`src/rtl/mem_port_arbiter.sv`:
```
// mem_port_arbiter: two-master arbiter and sequencer for the shared
// instruction/data memory of the multicycle RV32 core.
//
// Ports
//   clk, reset            : rising-edge clock, synchronous active-low reset
//   mX_req/we/addr/wdata  : master X command (X = 0 core, 1 auxiliary)
//   mX_gnt, mX_done       : one-cycle accept / completion pulses
//   mX_rdata              : per-port read data, held until next read done
//   mem_en/we/addr/wdata  : registered command to the memory
//   mem_rdata             : memory read data, valid MEM_LAT cycles after mem_en
//
// Build option: define ARB_ROUND_ROBIN_EN for round-robin tie breaking;
// otherwise port 0 has fixed priority.

module mem_port_arbiter #(
   parameter int AW      = 32,
   parameter int DW      = 32,
   parameter int MEM_LAT = 1
) (
   input  logic          clk,
   input  logic          reset,
   input  logic          m0_req,
   input  logic          m0_we,
   input  logic [AW-1:0] m0_addr,
   input  logic [DW-1:0] m0_wdata,
   output logic          m0_gnt,
   output logic          m0_done,
   output logic [DW-1:0] m0_rdata,
   input  logic          m1_req,
   input  logic          m1_we,
   input  logic [AW-1:0] m1_addr,
   input  logic [DW-1:0] m1_wdata,
   output logic          m1_gnt,
   output logic          m1_done,
   output logic [DW-1:0] m1_rdata,
   output logic          mem_en,
   output logic          mem_we,
   output logic [AW-1:0] mem_addr,
   output logic [DW-1:0] mem_wdata,
   input  logic [DW-1:0] mem_rdata
);

   typedef enum logic [1:0] {
      IDLE,
      ISSUE,
      WAIT,
      RESP
   } state_t;

   state_t     state;
   state_t     state_nxt;
   logic       owner;
   logic       pick;
   logic       we_q;
   logic [2:0] cnt;

   // Winner when at least one request is pending in IDLE.
   // owner doubles as the last-grant register.
`ifdef ARB_ROUND_ROBIN_EN
   always_comb begin
      pick = 1'b0;
      if (m0_req && m1_req)
         pick = ~owner;
      else
         pick = m1_req;
   end
`else
   always_comb begin
      pick = 1'b0;
      pick = ~m0_req;
   end
`endif

   always_comb begin
      state_nxt = state;
      unique case (state)
         IDLE:  if (m0_req || m1_req) state_nxt = ISSUE;
         ISSUE: state_nxt = WAIT;
         WAIT:  if (cnt == 3'd0) state_nxt = RESP;
         RESP:  state_nxt = IDLE;
         default: state_nxt = IDLE;
      endcase
   end

   always_ff @(posedge clk) begin
      if (!reset) begin
         state     <= IDLE;
         owner     <= 1'b1;
         we_q      <= 1'b0;
         cnt       <= 3'd0;
         mem_addr  <= '0;
         mem_wdata <= '0;
         m0_rdata  <= '0;
         m1_rdata  <= '0;
      end else begin
         state <= state_nxt;
         unique case (state)
            IDLE: begin
               if (m0_req || m1_req) begin
                  owner     <= pick;
                  we_q      <= pick ? m1_we    : m0_we;
                  mem_addr  <= pick ? m1_addr  : m0_addr;
                  mem_wdata <= pick ? m1_wdata : m0_wdata;
               end
            end
            ISSUE: cnt <= 3'(MEM_LAT - 1);
            WAIT: begin
               // cnt reaches 0 in the cycle mem_rdata is valid
               if (cnt == 3'd0) begin
                  if (!we_q) begin
                     if (owner)
                        m1_rdata <= mem_rdata;
                     else
                        m0_rdata <= mem_rdata;
                  end
               end else begin
                  cnt <= cnt - 3'd1;
               end
            end
            RESP: ;
            default: ;
         endcase
      end
   end

   assign mem_en  = (state == ISSUE);
   assign mem_we  = mem_en & we_q;
   assign m0_gnt  = mem_en & ~owner;
   assign m1_gnt  = mem_en & owner;
   assign m0_done = (state == RESP) & ~owner;
   assign m1_done = (state == RESP) & owner;

endmodule

```
`config.mk`:
```
export PLATFORM = sky130hd
export DESIGN_NAME = mem_port_arbiter
export DESIGN_NICKNAME = d
export VERILOG_FILES = /design/src/rtl/mem_port_arbiter.sv
export SDC_FILE = /design/constraint.sdc
export NUM_CORES = 1
export LEC_CHECK = 0
export BUFFER_PORTS_ARGS = -buffer_cell sky130_fd_sc_hd__clkbuf_2
export CORE_ASPECT_RATIO = 1.1
export CORE_UTILIZATION = 35
export DETAILED_ROUTE_END_ITERATION = 6
export PLACE_DENSITY_LB_ADDON = 0.3
export SYNTH_ARGS = -nofsm -noshare
export SYNTH_HDL_FRONTEND = slang
export SYNTH_SLANG_ARGS = --single-unit
```
`constraint.sdc`:
```
create_clock -name clk -period 2.8 [get_ports clk]
set_input_delay 0.56 -clock clk [delete_from_list [all_inputs] [get_ports clk]]
set_output_delay 0.56 -clock clk [all_outputs]
set_load 0.01 [all_outputs]
```
======== Yosys cells after proc, flatten, opt, wreduce, memory -nomap -nowiden ========
Index checks and enable logic that the tools add are counted.
word-level totals
  bits in registers ....................... 135
  input port bits ......................... 166
  output and inout bits ................... 134
  logic and storage cells ................. 40
operators by class
  $add $sub $neg .......................... 1
  equality and inequality tests ........... 6
  mux-type cells .......................... 8
  bitwise operators ....................... 8
  reduce and logical (&&, ||, !) cells .... 9
operators by type and width
  cell                   count
  $mux W32               2
  $pmux W2 S4            1
  $reduce_and A4 Y1      2
  $ne A2 B2 Y1 const B   3
  $pmux W3 S2            1
  $reduce_and A2 Y1      3
  $and A1 B1 Y1          5
  $eq A2 B2 Y1 const B   2
  $mux W2                2
  $logic_not A3 Y1       1
  $mux W3                1
  $not A1 Y1             3
  $sub A3 B1 Y3 const B  1
  $eq A2 B1 Y1 const B   1
  $logic_not A2 Y1       1
  $reduce_bool A2 Y1     1
  $logic_or A1 B1 Y1     1
  $mux W1                1

======== Longest topological paths before layout ========
  depth in word-level cells ............... 3
  gate-level depth with buffers ........... 8
  mapped depth without buffers ............ 5

======== Worst setup path before layout ========
Ideal clock, no wire load.
  kind .................................... flip-flop to flip-flop
  start point ............................. register state[0]
  end point ............................... register m0_rdata[0]
  library setup time ...................... 0.119 ns
  arrival time ............................ 1.428 ns
  required time ........................... 2.681 ns
  setup slack ............................. 1.253 ns
  stages on the path, launching flop included .. 9
  buffers on the path ..................... 3
  period minus slack after synthesis ...... 1.547 ns
  path through ............................ dfxtp_1 > inv_1 > ha_1 > buf_6 > and4bb_4 > nor2b_4 > buf_6 > buf_12 > mux2i_1
on the way
  longest elaborated chain between the ends .. 2
ends and longest elaborated chain
  item                                line  source
  start, declared                     50    state_t state;
  start signal, assigned              96    state <= state_nxt;
  $eq A2 B2 Y1                        97    unique case (state)
  $reduce_and A4 Y1 (no source line)  n/a
  end signal, assigned                114   m0_rdata <= mem_rdata;
  end, declared                       28    output logic [DW-1:0] m0_rdata,
Every way passes these cells.
A chain may end at the register's enable or synchronous reset.

======== Worst setup path in the final report ========
  start point ............................. register state[1]
  end point ............................... output mem_we
on the way
  longest elaborated chain between the ends .. 2
ends and longest elaborated chain
  item           line  source
  $eq A2 B1 Y1   126   assign mem_en = (state == ISSUE);
  $and A1 B1 Y1  127   assign mem_we = mem_en & we_q;
  end, declared  37    output logic mem_we,
Every way passes these cells.

==> out/qor.csv <==
stage,metric,value,unit
worst_setup_path,kind of cell adding the most delay to the critical path,flip-flops,
synth,asr flop ratio synth,0,
final_layout,area grow syn2layout,37.42,%
worst_setup_path,Crit-path slowest cell,dfxtp_1,
global_route,first-pass GRT wire length,21560,microns
floorplanning,die area,0.01706,sq mm
synth,yosys warns,0,
floorplanning,Starting Density,0.3637,
power,worst vdd ir,0.4322,mV
worst_setup_path,CP max FO,6,
worst_setup_path,Crit Path Category,flop to output port,
synth,xor-xnor portion of the synthesized cell area,0,
floorplanning,I/O Pins,300,
sta,Final WS setup,0.7738,ns
drt,vias,4930,
power,P per Cell Area,928.4,mW/mm^2
clock_tree,Clock Pin Slew Worst Setup and Hold Paths,0.06,ns
placed_design,routability-driven placement congestion ratio,0.7259,
sta,worst slew pin tran,0.5717,ns
clock_tree,Post-CTS Setup Bufs,0,
hold_path,worst hold-check path type,input port to flop,
synth,largest family of logic cells by synthesized area,multiplexers,
synth,Post-Synth Adder-Cell Area,0.01297,
worst_setup_path,CP bufs+invs,2,
floorplanning,Core ar.,0.01592,sq mm
power,Switching Share,0.3197,
synth,register area share after synthesis,0.4669,
synth,Yosys reg bits,135,
flow_run,max_cap viols,0,
sta,final hold vios,0,
power,clock group share of total power,0.337,
worst_setup_path,CP arrival,1.47,ns
floorplanning,Die Ht,136.9,microns
synth,most common cell in the netlist,dfxtp_1,
global_route,largest net degree at the start of global routing,82,
sta,final worst path period share,0.7236,
clock_tree,# hold bufs at CTS,0,
synth,post-synthesis mux area share,0.2285,
global_route,gr usage total,0.1613,
global_route,total gr overflow,0,
final_layout,diode count,0,
worst_setup_path,"Req. time, crit path",2.24,ns
clock_tree,total CTS buffers,17,
floorplanning,num rows,48,
synth,Post-Synthesis Net Count,752,
drt,DRC viols,0,
clock_tree,CTS Root Cell,clkbuf_16,
synth,area fraction in compound gates after synthesis,0.09425,
clock_tree,clk sinks,135,
drt,First DRT Iteration DRCs,152,
drt,1st-pass router iterations,4,
placed_design,dpl hpwl,10510,microns
drt,wire per inst,13.18,microns
clock_tree,clk_lat worst skew,0.41,ns
power,Power Internal,5.023,mW
synth,post-synth top area share,0.4669,
final_layout,fraction of layout cells with a size suffix above 1,0.3959,
sta,Setup Total Neg Slack,0,ns
placed_design,port buffer count,299,
power,Logic pwr share,0.305,
power,Seq pwr share,0.358,
placed_design,"worst slack, placed",0.8502,ns
power,Leakage,3.983,nW
worst_setup_path,Setup crit start kind,flop,
worst_setup_path,Max stage delay on crit path,0.39,ns
sta,max-slew violations,0,
final_layout,Nets,1029,
run_status,outcome,"finished, final reports clean",
synth,syn_area_per_cell,9.979,sq um
worst_setup_path,Critical path origin,state[1],
global_route,number of global-route vias before repair,4463,
synth,Synth area leader,dfxtp_1,
synth,Post-Synth Simple-Gate Area,0.1252,
power,sw power,2.361,mW
global_route,antenna violations before repair,0,
floorplanning,width of the chip,124.6,microns
synth,top post-synthesis cells by area,"dfxtp_1, mux2i_1, a211oi_1",
sta,final setup fails,0,
clock_tree,Max Buffers Root-to-Sink,2,
clock_tree,CTS resizes,0,
synth,Commonest cells post-synth,"dfxtp_1, mux2i_1, nand2_1",
sta,Max Fclk,0.4935,GHz
final_layout,Fillers,1550,
drt,post-route ant nets,0,
clock_tree,htree depth,4,
sta,post-layout min period,2.026,ns
synth,Synth cell types,30,
hold_path,Worst Hold Launch,mem_rdata[0],
synth,Most used DFF post-synth,dfxtp_1,
clock_tree,CTS tree,yes,
worst_setup_path,Setup crit end kind,output port,
drt,drt via density,4.612,
sta,clock skew,0.01054,ns
synth,number of synthesized flops with an enable pin,0,
drt,final wirelength,14090,microns
sta,Slew HR,0.6175,
synth,Mapped Area,0.005788,sq mm
worst_setup_path,CP cell instances,"inv_1, ha_1, and2_1, clkbuf_2",
worst_setup_path,Reg2Reg Launch Point,state[0],
sta,RSZ-0062 raised after global routing,no,
synth,cell count after synthesis,580,
## final timing paths
kind / endpoint / slack (ns) / cells past startpoint
setup / recovery: mem_we / 0.77 / 4
hold / removal: m1_rdata[0] / 0.39 / 3
setup reg to reg: m0_rdata[3] / 0.86 / 6
hold reg to reg: m0_rdata[30] / 0.45 / 2
## worst reg2reg max path, delay by kind of cell, from the launching register on
family / cells / cell delay, ns
adders and majority gates: 1 / 0.29
buffers and inverters: 2 / 0.35
and+or+nand+nor: 2 / 0.66
DFF: 1 / 0.33
muxes: 1 / 0.23
## power by group through the flow
stage / Clock [mW] / Combinational [mW] / Sequential [mW]
3_3_place_gp: 0 / 2.28 / 2.66
3_5_place_dp: 0 / 2.29 / 2.68
4_1_cts: 2.55 / 2.30 / 2.64
2_1_floorplan: 0 / 1.28 / 2.86
6_report: 2.49 / 2.26 / 2.64
5_1_grt: 2.63 / 2.49 / 2.70
## layer usage
layer / vias to the layer above / routed length [microns] / GRT usage
met5: - / 0 / 0
met4: 0 / 265 / 0.06760
met3: 21 / 926 / 0.05199
met2: 192 / 6898 / 0.2735
met1: 2156 / 6002 / 0.1877
li1: 2561 / - / -
## flip-flops by register name, summed over array words and instances (netlist names)
signal and flops:
owner 1, m0_rdata 32, mem_addr 32, mem_wdata 32, m1_rdata 32, cnt 3
state 2, we_q 1
## per-stage QoR
step                      cells  hold WS [ns]  power, mW    util  cell area [sq um]
after floorplan             580        0.4380      4.145       -               5788
after global placement     1038        0.4415      4.941  0.4582               7292
after detailed placement   1038        0.4452      4.971  0.4582               7292
after CTS                  1069        0.3702      7.482  0.4998               7954
after global routing       1069        0.3809      7.818  0.4998               7954
final                      1069        0.3930      7.384  0.4998               7954
## kinds of logic after synthesis
kind of cell,count (synthesis)
compound gates,73
simple gates,180
flops,135
fa+ha+maj,6
buf+inv,54
mux,132
## cell usage in the layout (no fill, tap or decap), types with 2 or more instances in the layout
cell | Yosys | layout
clkbuf_2 | 0 | 297
mux2i_1 | 131 | 131
clkbuf_16 | 0 | 17
inv_6 | 0 | 2
clkbuf_8 | 7 | 3
nor2_1 | 67 | 67
nand2_1 | 102 | 102
buf_12 | 3 | 7
buf_4 | 4 | 2
nor2b_1 | 2 | 2
inv_1 | 5 | 4
ha_1 | 6 | 6
bufinv_16 | 0 | 5
and2_1 | 3 | 3
dfxtp_1 | 135 | 135
clkinvlp_4 | 0 | 2
a211oi_1 | 65 | 65
a21oi_1 | 2 | 2
## layout make-up
cell class	instances	area [sq um]	area share
inverters	5	18.77	0.002360
multi-input cells	391	2674	0.3362
clock buffers	21	470.5	0.05915
well taps	200	250.2	0.03146
repair buffers	307	1647	0.2070
flip-flops and latches	135	2703	0.3398
clock inverters	10	191.4	0.02407
No activity file was read; power rests on OpenSTA's default activity.
